==> src/rtl/bambu_ext_mem_responder_if.sv <==
// Accelerator-to-memory channel bundle: per-channel request signals from the
// HLS master port and the read-data / completion strobe returned to it.
interface bambu_ext_mem_responder_if #(
  parameter int N_CH   = 2,
  parameter int ADDR_W = 7,
  parameter int DATA_W = 8,
  parameter int SIZE_W = 4
);

  logic [N_CH-1:0]        Mout_oe_ram;
  logic [N_CH-1:0]        Mout_we_ram;
  logic [N_CH*ADDR_W-1:0] Mout_addr_ram;
  logic [N_CH*DATA_W-1:0] Mout_Wdata_ram;
  logic [N_CH*SIZE_W-1:0] Mout_data_ram_size;
  logic [N_CH*DATA_W-1:0] M_Rdata_ram;
  logic [N_CH-1:0]        M_DataRdy;

  // Handshake: a channel request is valid while oe (read) or we (write) is
  // held high with a stable address; M_DataRdy is the one-cycle completion
  // strobe, and the master keeps the request up until it has seen it.
  modport master (
    output Mout_oe_ram,
    output Mout_we_ram,
    output Mout_addr_ram,
    output Mout_Wdata_ram,
    output Mout_data_ram_size,
    input  M_Rdata_ram,
    input  M_DataRdy
  );

  modport slave (
    input  Mout_oe_ram,
    input  Mout_we_ram,
    input  Mout_addr_ram,
    input  Mout_Wdata_ram,
    input  Mout_data_ram_size,
    output M_Rdata_ram,
    output M_DataRdy
  );

endinterface

==> src/rtl/bambu_ext_mem_responder.sv <==
// Byte-addressed external memory model for the HLS master port: per-channel
// latency counters, a registered read pipeline, masked writes and a preload port.
module bambu_ext_mem_responder #(
  parameter int N_CH        = 2,
  parameter int ADDR_W      = 7,
  parameter int DATA_W      = 8,
  parameter int SIZE_W      = 4,
  parameter int BASE_ADDR   = 0,
  parameter int MEMSIZE     = 32,
  parameter int READ_DELAY  = 2,
  parameter int WRITE_DELAY = 1
) (
  input  logic                     clock,
  input  logic                     reset,
  bambu_ext_mem_responder_if.slave bus,
  input  logic                     load_en,
  input  logic [ADDR_W-1:0]        load_addr,
  input  logic [DATA_W-1:0]        load_data,
  output logic                     proto_err
);

  localparam int IDX_W  = (MEMSIZE > 1) ? $clog2(MEMSIZE) : 1;
  localparam int RD_STG = READ_DELAY - 1;

  logic [DATA_W-1:0] mem_q [MEMSIZE];

  logic [N_CH-1:0]   oe;
  logic [N_CH-1:0]   we;
  logic [N_CH-1:0]   hit;
  logic [N_CH-1:0]   wr_en;
  logic [N_CH-1:0]   rdy;
  int                addr_int [N_CH];
  logic [IDX_W-1:0]  idx      [N_CH];
  logic [SIZE_W-1:0] size     [N_CH];
  logic [DATA_W-1:0] wdata    [N_CH];
  logic [DATA_W-1:0] mask     [N_CH];
  logic [DATA_W-1:0] raw      [N_CH];
  logic [DATA_W-1:0] wr_byte  [N_CH];

  logic signed [31:0] cnt_q [N_CH];
  logic signed [31:0] cnt_d [N_CH];
  logic [DATA_W-1:0]  pipe_q [N_CH][RD_STG];
  logic               proto_err_q;
  logic               proto_err_d;

  logic                   load_ok;
  logic [IDX_W-1:0]       load_idx;
  logic [N_CH*DATA_W-1:0] rdata;

  // Unpack the flat channel buses and decode window hits.
  always_comb begin
    oe = '0;
    we = '0;
    hit = '0;
    wr_en = '0;
    for (int c = 0; c < N_CH; c++) begin
      oe[c]       = bus.Mout_oe_ram[c];
      we[c]       = bus.Mout_we_ram[c];
      addr_int[c] = int'(bus.Mout_addr_ram[c*ADDR_W +: ADDR_W]);
      size[c]     = bus.Mout_data_ram_size[c*SIZE_W +: SIZE_W];
      wdata[c]    = bus.Mout_Wdata_ram[c*DATA_W +: DATA_W];
      hit[c]      = (addr_int[c] >= BASE_ADDR) && (addr_int[c] < BASE_ADDR + MEMSIZE);
      idx[c]      = IDX_W'(addr_int[c] - BASE_ADDR);
      mask[c]     = DATA_W'((64'd1 << size[c]) - 64'd1);
      raw[c]      = hit[c] ? mem_q[idx[c]] : '0;
      wr_en[c]    = we[c] && hit[c] && !oe[c];
    end
  end

  // Writes to the same byte apply in channel order, so a higher channel
  // merges its mask on top of what the lower channels already wrote.
  always_comb begin
    logic [DATA_W-1:0] base;
    base = '0;
    for (int c = 0; c < N_CH; c++) begin
      base = mem_q[idx[c]];
      for (int j = 0; j < c; j++) begin
        if (wr_en[j] && (idx[j] == idx[c])) begin
          base = wr_byte[j];
        end
      end
      wr_byte[c] = (wdata[c] & mask[c]) | (base & ~mask[c]);
    end
  end

  always_comb begin
    load_ok  = load_en && (int'(load_addr) < MEMSIZE);
    load_idx = IDX_W'(load_addr);
  end

  // Latency counters; an oe+we collision restarts the channel.
  always_comb begin
    for (int c = 0; c < N_CH; c++) begin
      cnt_d[c] = '0;
      if (oe[c] && we[c]) begin
        cnt_d[c] = '0;
      end else if (oe[c] && hit[c]) begin
        cnt_d[c] = (cnt_q[c] < READ_DELAY - 1) ? cnt_q[c] + 32'sd1 : 32'sd0;
      end else if (we[c] && hit[c]) begin
        cnt_d[c] = (cnt_q[c] < WRITE_DELAY - 1) ? cnt_q[c] + 32'sd1 : 32'sd0;
      end
    end
    proto_err_d = proto_err_q || (|(oe & we));
  end

  always_comb begin
    rdata = '0;
    rdy   = '0;
    for (int c = 0; c < N_CH; c++) begin
      rdata[c*DATA_W +: DATA_W] = pipe_q[c][RD_STG-1];
      rdy[c] = hit[c] && ((cnt_q[c] == READ_DELAY - 1) ||
                          (we[c] && (cnt_q[c] == WRITE_DELAY - 1)));
    end
  end

  always_ff @(posedge clock or negedge reset) begin
    if (!reset) begin
      for (int c = 0; c < N_CH; c++) begin
        cnt_q[c] <= '0;
        for (int s = 0; s < RD_STG; s++) begin
          pipe_q[c][s] <= '0;
        end
      end
      proto_err_q <= 1'b0;
    end else begin
      for (int c = 0; c < N_CH; c++) begin
        cnt_q[c]     <= cnt_d[c];
        pipe_q[c][0] <= raw[c];
        for (int s = 1; s < RD_STG; s++) begin
          pipe_q[c][s] <= pipe_q[c][s-1];
        end
      end
      proto_err_q <= proto_err_d;
    end
  end

  // Memory contents survive reset; the preload write is issued last so it
  // overrides any channel write to the same byte.
  always_ff @(posedge clock) begin
    for (int c = 0; c < N_CH; c++) begin
      if (wr_en[c]) begin
        mem_q[idx[c]] <= wr_byte[c];
      end
    end
    if (load_ok) begin
      mem_q[load_idx] <= load_data;
    end
  end

  assign bus.M_Rdata_ram = rdata;
  assign bus.M_DataRdy   = rdy;
  assign proto_err       = proto_err_q;

endmodule

==> src/flat_wrapper.sv <==
// flat-port wrapper written by rule: the top's interface ports become plain ports
module bambu_ext_mem_responder_flat 
#(
  parameter int N_CH        = 2,
  parameter int ADDR_W      = 7,
  parameter int DATA_W      = 8,
  parameter int SIZE_W      = 4,
  parameter int BASE_ADDR   = 0,
  parameter int MEMSIZE     = 32,
  parameter int READ_DELAY  = 2,
  parameter int WRITE_DELAY = 1
)
  (clock, reset, load_en, load_addr, load_data, proto_err, bus_Mout_oe_ram, bus_Mout_we_ram, bus_Mout_addr_ram, bus_Mout_Wdata_ram, bus_Mout_data_ram_size, bus_M_Rdata_ram, bus_M_DataRdy);
  bambu_ext_mem_responder_if #(.N_CH(N_CH), .ADDR_W(ADDR_W), .DATA_W(DATA_W), .SIZE_W(SIZE_W)) bus_i ();
  input  logic clock;
  input  logic reset;
  input  logic load_en;
  input  logic [ADDR_W-1:0] load_addr;
  input  logic [DATA_W-1:0] load_data;
  output logic proto_err;
  input wire logic [$bits(bus_i.Mout_oe_ram)-1:0] bus_Mout_oe_ram;
  input wire logic [$bits(bus_i.Mout_we_ram)-1:0] bus_Mout_we_ram;
  input wire logic [$bits(bus_i.Mout_addr_ram)-1:0] bus_Mout_addr_ram;
  input wire logic [$bits(bus_i.Mout_Wdata_ram)-1:0] bus_Mout_Wdata_ram;
  input wire logic [$bits(bus_i.Mout_data_ram_size)-1:0] bus_Mout_data_ram_size;
  output wire logic [$bits(bus_i.M_Rdata_ram)-1:0] bus_M_Rdata_ram;
  output wire logic [$bits(bus_i.M_DataRdy)-1:0] bus_M_DataRdy;
  assign bus_i.Mout_oe_ram = bus_Mout_oe_ram;
  assign bus_i.Mout_we_ram = bus_Mout_we_ram;
  assign bus_i.Mout_addr_ram = bus_Mout_addr_ram;
  assign bus_i.Mout_Wdata_ram = bus_Mout_Wdata_ram;
  assign bus_i.Mout_data_ram_size = bus_Mout_data_ram_size;
  assign bus_M_Rdata_ram = bus_i.M_Rdata_ram;
  assign bus_M_DataRdy = bus_i.M_DataRdy;
  bambu_ext_mem_responder #(.N_CH(N_CH), .ADDR_W(ADDR_W), .DATA_W(DATA_W), .SIZE_W(SIZE_W), .BASE_ADDR(BASE_ADDR), .MEMSIZE(MEMSIZE), .READ_DELAY(READ_DELAY), .WRITE_DELAY(WRITE_DELAY)) u_core (.clock(clock), .reset(reset), .bus(bus_i), .load_en(load_en), .load_addr(load_addr), .load_data(load_data), .proto_err(proto_err));
endmodule
==> config.mk <==
export PLATFORM = sky130hd
export DESIGN_NAME = bambu_ext_mem_responder_flat
export DESIGN_NICKNAME = d
export VERILOG_FILES = /design/src/rtl/bambu_ext_mem_responder_if.sv /design/src/rtl/bambu_ext_mem_responder.sv /design/src/flat_wrapper.sv
export SDC_FILE = /design/constraint.sdc
export NUM_CORES = 1
export LEC_CHECK = 0
export ABC_CLOCK_PERIOD_IN_PS = 4000
export BUFFER_PORTS_ARGS = -buffer_cell sky130_fd_sc_hd__buf_2
export CORE_MARGIN = 5
export CORE_UTILIZATION = 45
export DETAILED_ROUTE_END_ITERATION = 10
export HOLD_SLACK_MARGIN = 0.06
export PLACE_DENSITY = 0.68
export SETUP_SLACK_MARGIN = 0.2
export SYNTH_ARGS = -nofsm -noshare
export SYNTH_HDL_FRONTEND = slang
export SYNTH_SLANG_ARGS = --single-unit
==> constraint.sdc <==
create_clock -name clock -period 4 [get_ports clock]
set_clock_uncertainty 0.15 [all_clocks]
set_input_delay 0 -clock clock [delete_from_list [all_inputs] [get_ports clock]]
set_output_delay 0 -clock clock [all_outputs]
set_load 0.03 [all_outputs]
== Yosys cells after proc, flatten, opt, wreduce, memory -nomap -nowiden ==
Memories as Yosys holds them, arrays and structs flattened.
Index checks and enable logic that the tools add are counted.

* Input bits: 60
* Register bits: 81
* Memories: 1
* Logic and storage cells: 72
* RAM bits: 256
* Output and inout bits: 19

* Bitwise logic cells: 9
* Shift operators: 2
* Order comparisons: 7
* Eq/ne operators: 3
* Add/sub/neg operators: 4
* Mux-type cells: 19
* Reductions and logical operators: 22

{| class="wikitable"
|+ Memories
! name !! words !! bits a word !! read ports !! clocked after Yosys merged registers in !! write ports !! RTL line !! source
|-
| u_core.mem_q || 32 || 8 || 2 || 0 || 3 || bambu_ext_mem_responder.sv:25 || <nowiki>logic [DATA_W-1:0] mem_q [MEMSIZE];</nowiki>
|}

{| class="wikitable"
|+ Operator list
! operator !! number
|-
| $mux 32 || 10
|-
| $add 32x2->32 const B || 2
|-
| $eq 32x2->1 const B || 2
|-
| $logic_not 32->1 || 2
|-
| $lt 32x1->1 const B || 2
|-
| $lt 32x2->1 const B || 2
|-
| $and 8x8->8 || 4
|-
| $mux 8 || 3
|-
| $lt 7x6->1 const B || 3
|-
| $not 8->8 || 2
|-
| $or 8x8->8 || 2
|-
| $shl 1x4->8 const A || 2
|-
| $sub 8x1->8 const B || 2
|-
| $logic_and 1x1->1 || 14
|-
| $mux 1 || 6
|-
| $eq 5x5->1 || 1
|-
| $logic_or 1x1->1 || 3
|-
| $and 2x2->2 || 1
|-
| $logic_not 1->1 || 2
|-
| $reduce_or 2->1 || 1
|}

== Depth between registers and ports, before layout ==
* Depth after elaboration: 8
* Depth in mapped cells: 13
* Gate-level depth less buffers: 10

== Worst setup path after synthesis ==
OpenSTA, ideal clock, no wires.

* Path kind: input to register
* From: in bus_Mout_addr_ram[1]
* To: mem u_core.mem_q[24][0], enable pin
* Data arrival time: 2386 ps
* Setup time: 404 ps
* Data required time: 3446 ps
* Path buffers: 6
* Stages on the path: 8
* Slack: 1060 ps
* Path through: buf_6 > buf_6 > buf_4 > buf_4 > buf_4 > or3_1 > clkbuf_1 > o311ai_0

{| class="wikitable"
|+ RTL lines
! what !! RTL line !! source
|-
| start: declaration || flat_wrapper.sv:23 || <nowiki>input wire logic [$bits(bus_i.Mout_addr_ram)-1:0] bus_Mout_addr_ram;</nowiki>
|-
| end: declaration || bambu_ext_mem_responder.sv:25 ||
|}

==> impl_table.tex <==
\begin{tabular}{lr}
\hline
Metric & Value \\
\hline
\multicolumn{2}{l}{\textbf{Status}} \\
Status & finished, final reports clean \\
\multicolumn{2}{l}{\textbf{Run}} \\
Max-cap violation count & 0 \\
\multicolumn{2}{l}{\textbf{Placement}} \\
Number of port buffers & 78 \\
Number of placed instances, taps included & 3,133 \\
Global placer's final weighted congestion & 1.15 \\
Worst setup slack after placement & 0.364 ns \\
DPL Wire Length & 74,700 µm \\
\multicolumn{2}{l}{\textbf{Route}} \\
Number of DRC violations after detailed-routing iteration 0 & 3,539 \\
Initial DRT Pass Iterations & 8 \\
Mean routed wirelength per cell & 32.5 µm \\
Antenna-violating nets left & 0 \\
\# DRC & 0 \\
Final wirelength & 105,000 µm \\
Post-detailed-route via-to-cell ratio & 6.98 \\
Routed vias & 22,500 \\
\multicolumn{2}{l}{\textbf{Yosys}} \\
Number of different library cells in the post-synthesis netlist & 73 \\
Synth Warn \# & 0 \\
Dominant combinational cell family by area after synthesis & multiplexers \\
Area fraction in and, or, nand and nor cells after synthesis & 16.2\% \\
Synthesized instance count & 2,443 \\
EDFF count, synth & 256 \\
Compound-gate portion of the synthesized area & 16.7\% \\
Fraction of post-synthesis cell area in the top cell type by area & 32.4\% \\
Cell types occupying the most area after synthesis & sky130\_fd\_sc\_hd\_\_edfxtp\_1 (32\%), sky130\_fd\_sc\_hd\_\_mux2i\_1 (18\%), sky130\_fd\_sc\_hd\_\_dfrtp\_1 (8.6\%) \\
Average instance area after synthesis & 9.70 µm² \\
Proportion of synthesized chip area in sequential cells & 41.0\% \\
Area share of xor/xnor cells in the synthesized design & 2.40\% \\
Top cell type by total area after synthesis & sky130\_fd\_sc\_hd\_\_edfxtp\_1 \\
Async set-or-reset flop fraction in the synthesized netlist & 24.0\% \\
Total of flip-flops plus latches after synthesis & 337 \\
Mux contribution to synthesized area & 18.1\% \\
Primary FF master, synth & sky130\_fd\_sc\_hd\_\_edfxtp\_1 \\
Post-synthesis instance area & 23,700 µm² \\
Adder-Cell Fraction of Synth Area & 0.528\% \\
Synth Net Count & 2,513 \\
\multicolumn{2}{l}{\textbf{Timing}} \\
Worst setup margin & 0.231 ns \\
Final critical-path required period & 3.77 ns \\
Post-route worst hold slack & 0.0746 ns \\
Final Hold Violating Endpoints & 0 \\
Upper clock frequency limit & 265 MHz \\
Worst slew margin & 16.4\% \\
Final setup TNS & 0 ns \\
Unrepaired setup endpoints after global routing & no \\
Post-route fraction of the period consumed by the critical path & 94.2\% \\
Final number of max-transition violations & 0 \\
Slew @ Worst Pin & 1.25 ns \\
Final setup viols & 0 \\
\multicolumn{2}{l}{\textbf{Layout}} \\
NumNets Final & 2,584 \\
Ratio of cells with drive above 1 in the final layout & 14.3\% \\
Layout Cells excl Fill & 3,230 \\
Area growth from synthesis to layout & 13.7\% \\
Final core area utilization & 51.5\% \\
\multicolumn{2}{l}{\textbf{Global routing}} \\
Global-route wire length before repair & 148,000 µm \\
Total global routing overflow & 0 \\
Initial antenna violation count & 5 \\
Total GRT Usage & 35.3\% \\
Vias in the first global route & 20,900 \\
Pin count of the biggest net entering global routing & 82 \\
\multicolumn{2}{l}{\textbf{CTS}} \\
CTS clk-pin slew, worst paths & 0.06 ns \\
Total clock buffers created by CTS & 40 \\
CTS sink count & 337 \\
Worst-skew pair later-pin latency & 0.58 ns \\
CTS tree & done \\
Root Driver & sky130\_fd\_sc\_hd\_\_clkbuf\_16 \\
Clock Path Buffers & 3 \\
H-tree depth reported by CTS & 2 \\
Number of post-CTS setup repair buffers & 0 \\
\multicolumn{2}{l}{\textbf{Setup path}} \\
Worst-path cell with the longest stage delay & sky130\_fd\_sc\_hd\_\_or4\_1 \\
Kind of critical path & reg -> reg \\
Reg2Reg Capture Point & u\_core.mem\_q[11][5] \\
R2R setup slack & 0.23 ns \\
Number of cells on the worst reg-to-reg path & 9 \\
Critical Path Sink & u\_core.mem\_q[11][5] \\
Cell-by-cell listing of the critical path & mux2i\_1 > o22ai\_1 > or4\_1 > nor3b\_1 > nor2\_4 > nor3\_4 > buf\_4 > o31ai\_1 > dlygate4sd3\_1 \\
Worst setup EP type & flip-flop \\
Data arrival time at the worst-slack endpoint & 3.95 ns \\
Required time of the worst setup path & 4.18 ns \\
Worst r2r src & u\_core.mem\_q[15][5] \\
Critical path origin & u\_core.mem\_q[15][5] \\
Highest cell delay on the worst timing path & 0.56 ns \\
CP Launch Type & flip-flop \\
Crit-path max FO & 11 \\
\multicolumn{2}{l}{\textbf{Pwr}} \\
Power density of the placed cells & 335 nW/µm² \\
Reported leakage power & 0.0107 µW \\
Worst-case vdd ir drop & 0.269 mV \\
\multicolumn{2}{l}{\textbf{Die}} \\
Die width & 240 µm \\
Count of pins on the block boundary & 79 \\
Area of the core & 52,300 µm² \\
Vertical die dimension & 240 µm \\
Count of standard-cell rows & 84 \\
Initial core utilization & 45.3\% \\
Die Outline Area & 57,400 µm² \\
\multicolumn{2}{l}{\textbf{Worst hold path}} \\
Class of the tightest hold or removal check & in -> reg \\
\hline
\end{tabular}
## synth_stat cells (19+ instances only)
cell	number
sky130_fd_sc_hd__a21oi_1	30
sky130_fd_sc_hd__a22oi_1	32
sky130_fd_sc_hd__buf_1	39
sky130_fd_sc_hd__buf_2	78
sky130_fd_sc_hd__clkbuf_1	90
sky130_fd_sc_hd__dfrtp_1	81
sky130_fd_sc_hd__edfxtp_1	256
sky130_fd_sc_hd__inv_1	19
sky130_fd_sc_hd__mux2i_1	428
sky130_fd_sc_hd__nand2_1	330
sky130_fd_sc_hd__nand3_1	49
sky130_fd_sc_hd__nand4_1	19
sky130_fd_sc_hd__nor2_1	196
sky130_fd_sc_hd__nor3_1	34
sky130_fd_sc_hd__nor4_1	35
sky130_fd_sc_hd__o21ai_0	27
sky130_fd_sc_hd__o221ai_1	28
sky130_fd_sc_hd__o22ai_1	128
sky130_fd_sc_hd__o2bb2ai_1	32
sky130_fd_sc_hd__o31ai_1	215
sky130_fd_sc_hd__xnor2_1	30
sky130_fd_sc_hd__xor2_1	35
## through the flow
stage,instance area (µm²),total power [µW]
finish,27000,9030
global route,27000,9220
CTS,26900,8960
detailed placement,25400,5410
global placement,25400,5370
floorplan,23700,4820
## repair_timing
| item | CTS | global route |
|---|---|---|
| resized for setup | 0 | 2 |
| setup endpoints to repair | 0 | 2 |
| endpoints found under the hold margin | 235 | 0 |
| hold buffers | 27 | 0 |
## power breakdown
part	internal, µW	switching [µW]
sequential	3850	13.0
combinational	530	1040
clock	2060	1540
## cell usage in the layout (no fill, tap or decap), drive strengths merged, types with 32 or more instances in the layout
| master | n |
|---|---|
| a21oi | 33 |
| a22oi | 32 |
| buf | 238 |
| clkbuf | 57 |
| dfrtp | 81 |
| edfxtp | 256 |
| mux2i | 428 |
| nand2 | 337 |
| nand3 | 49 |
| nor2 | 200 |
| nor3 | 40 |
| nor4 | 35 |
| o21ai | 35 |
| o22ai | 128 |
| o2bb2ai | 32 |
| o31ai | 224 |
| xor2 | 35 |
## worst max-delay path: cells and delay by family (launching register included)
kind	cells	cell delay [ns]
multiplexers	1	0.55
buffers and inverters	2	0.75
AND/OR/NAND/NOR	4	1.35
flip-flops	1	0.43
AO/OA/AOI/OAI	2	0.28
## sequential cells by signal, summed over array words and instances, names as in the netlist
register,count
u_core.proto_err,1
u_core.cnt_q,64
u_core.mem_q,256
u_core.bus.M_Rdata_ram,16
## worst min path at each step
| stage | cells past startpoint | start | end | slack, ns |
|---|---|---|---|---|
| 2_1_floorplan | 0 | reset | u_core.bus.M_Rdata_ram[0] | -0.45 |
| 3_3_place_gp | 2 | bus_Mout_addr_ram[12] | u_core.bus.M_Rdata_ram[11] | 0.05 |
| 3_5_place_dp | 2 | bus_Mout_addr_ram[12] | u_core.bus.M_Rdata_ram[13] | 0.06 |
| 4_1_cts | 3 | load_data[0] | u_core.mem_q[29][0] | 0.07 |
| 5_1_grt | 3 | load_data[0] | u_core.mem_q[19][0] | 0.08 |
| 6_report | 4 | bus_Mout_Wdata_ram[8] | u_core.mem_q[19][0] | 0.07 |
## per-layer routing
layer | track usage, % | share of wire, % | wire, µm | vias to the layer above
li1 | - | - | - | 9417
met1 | 47.7 | 38 | 39500 | 10900
met2 | 52.0 | 42 | 43600 | 1849
met3 | 9.42 | 14 | 14700 | 387
met4 | 18.4 | 6.8 | 7090 | 0
met5 | 0 | 0 | 0 | -
## kinds of logic after synthesis
| kind of cell | after synthesis |
|---|---|
| and+or+nand+nor | 799 |
| xor gates and xnor gates | 65 |
| buffers and inverters | 254 |
| DFF | 337 |
| adders and majority gates | 10 |
| AOI/OAI and AO/OA | 549 |
| muxes | 429 |
## layout make-up
| type | instances | area, µm² |
|---|---|---|
| fillers | 4624 | 25400 |
| clock inverters | 12 | 81.3 |
| well taps | 688 | 861 |
| flip-flops and latches | 337 | 9710 |
| diodes | 1 | 2.50 |
| inverters | 19 | 71.3 |
| multi-input cells | 1852 | 13000 |
| clock buffers | 57 | 1160 |
| repair buffers | 264 | 2090 |
Note: power is estimated with default switching activity, not from simulation.
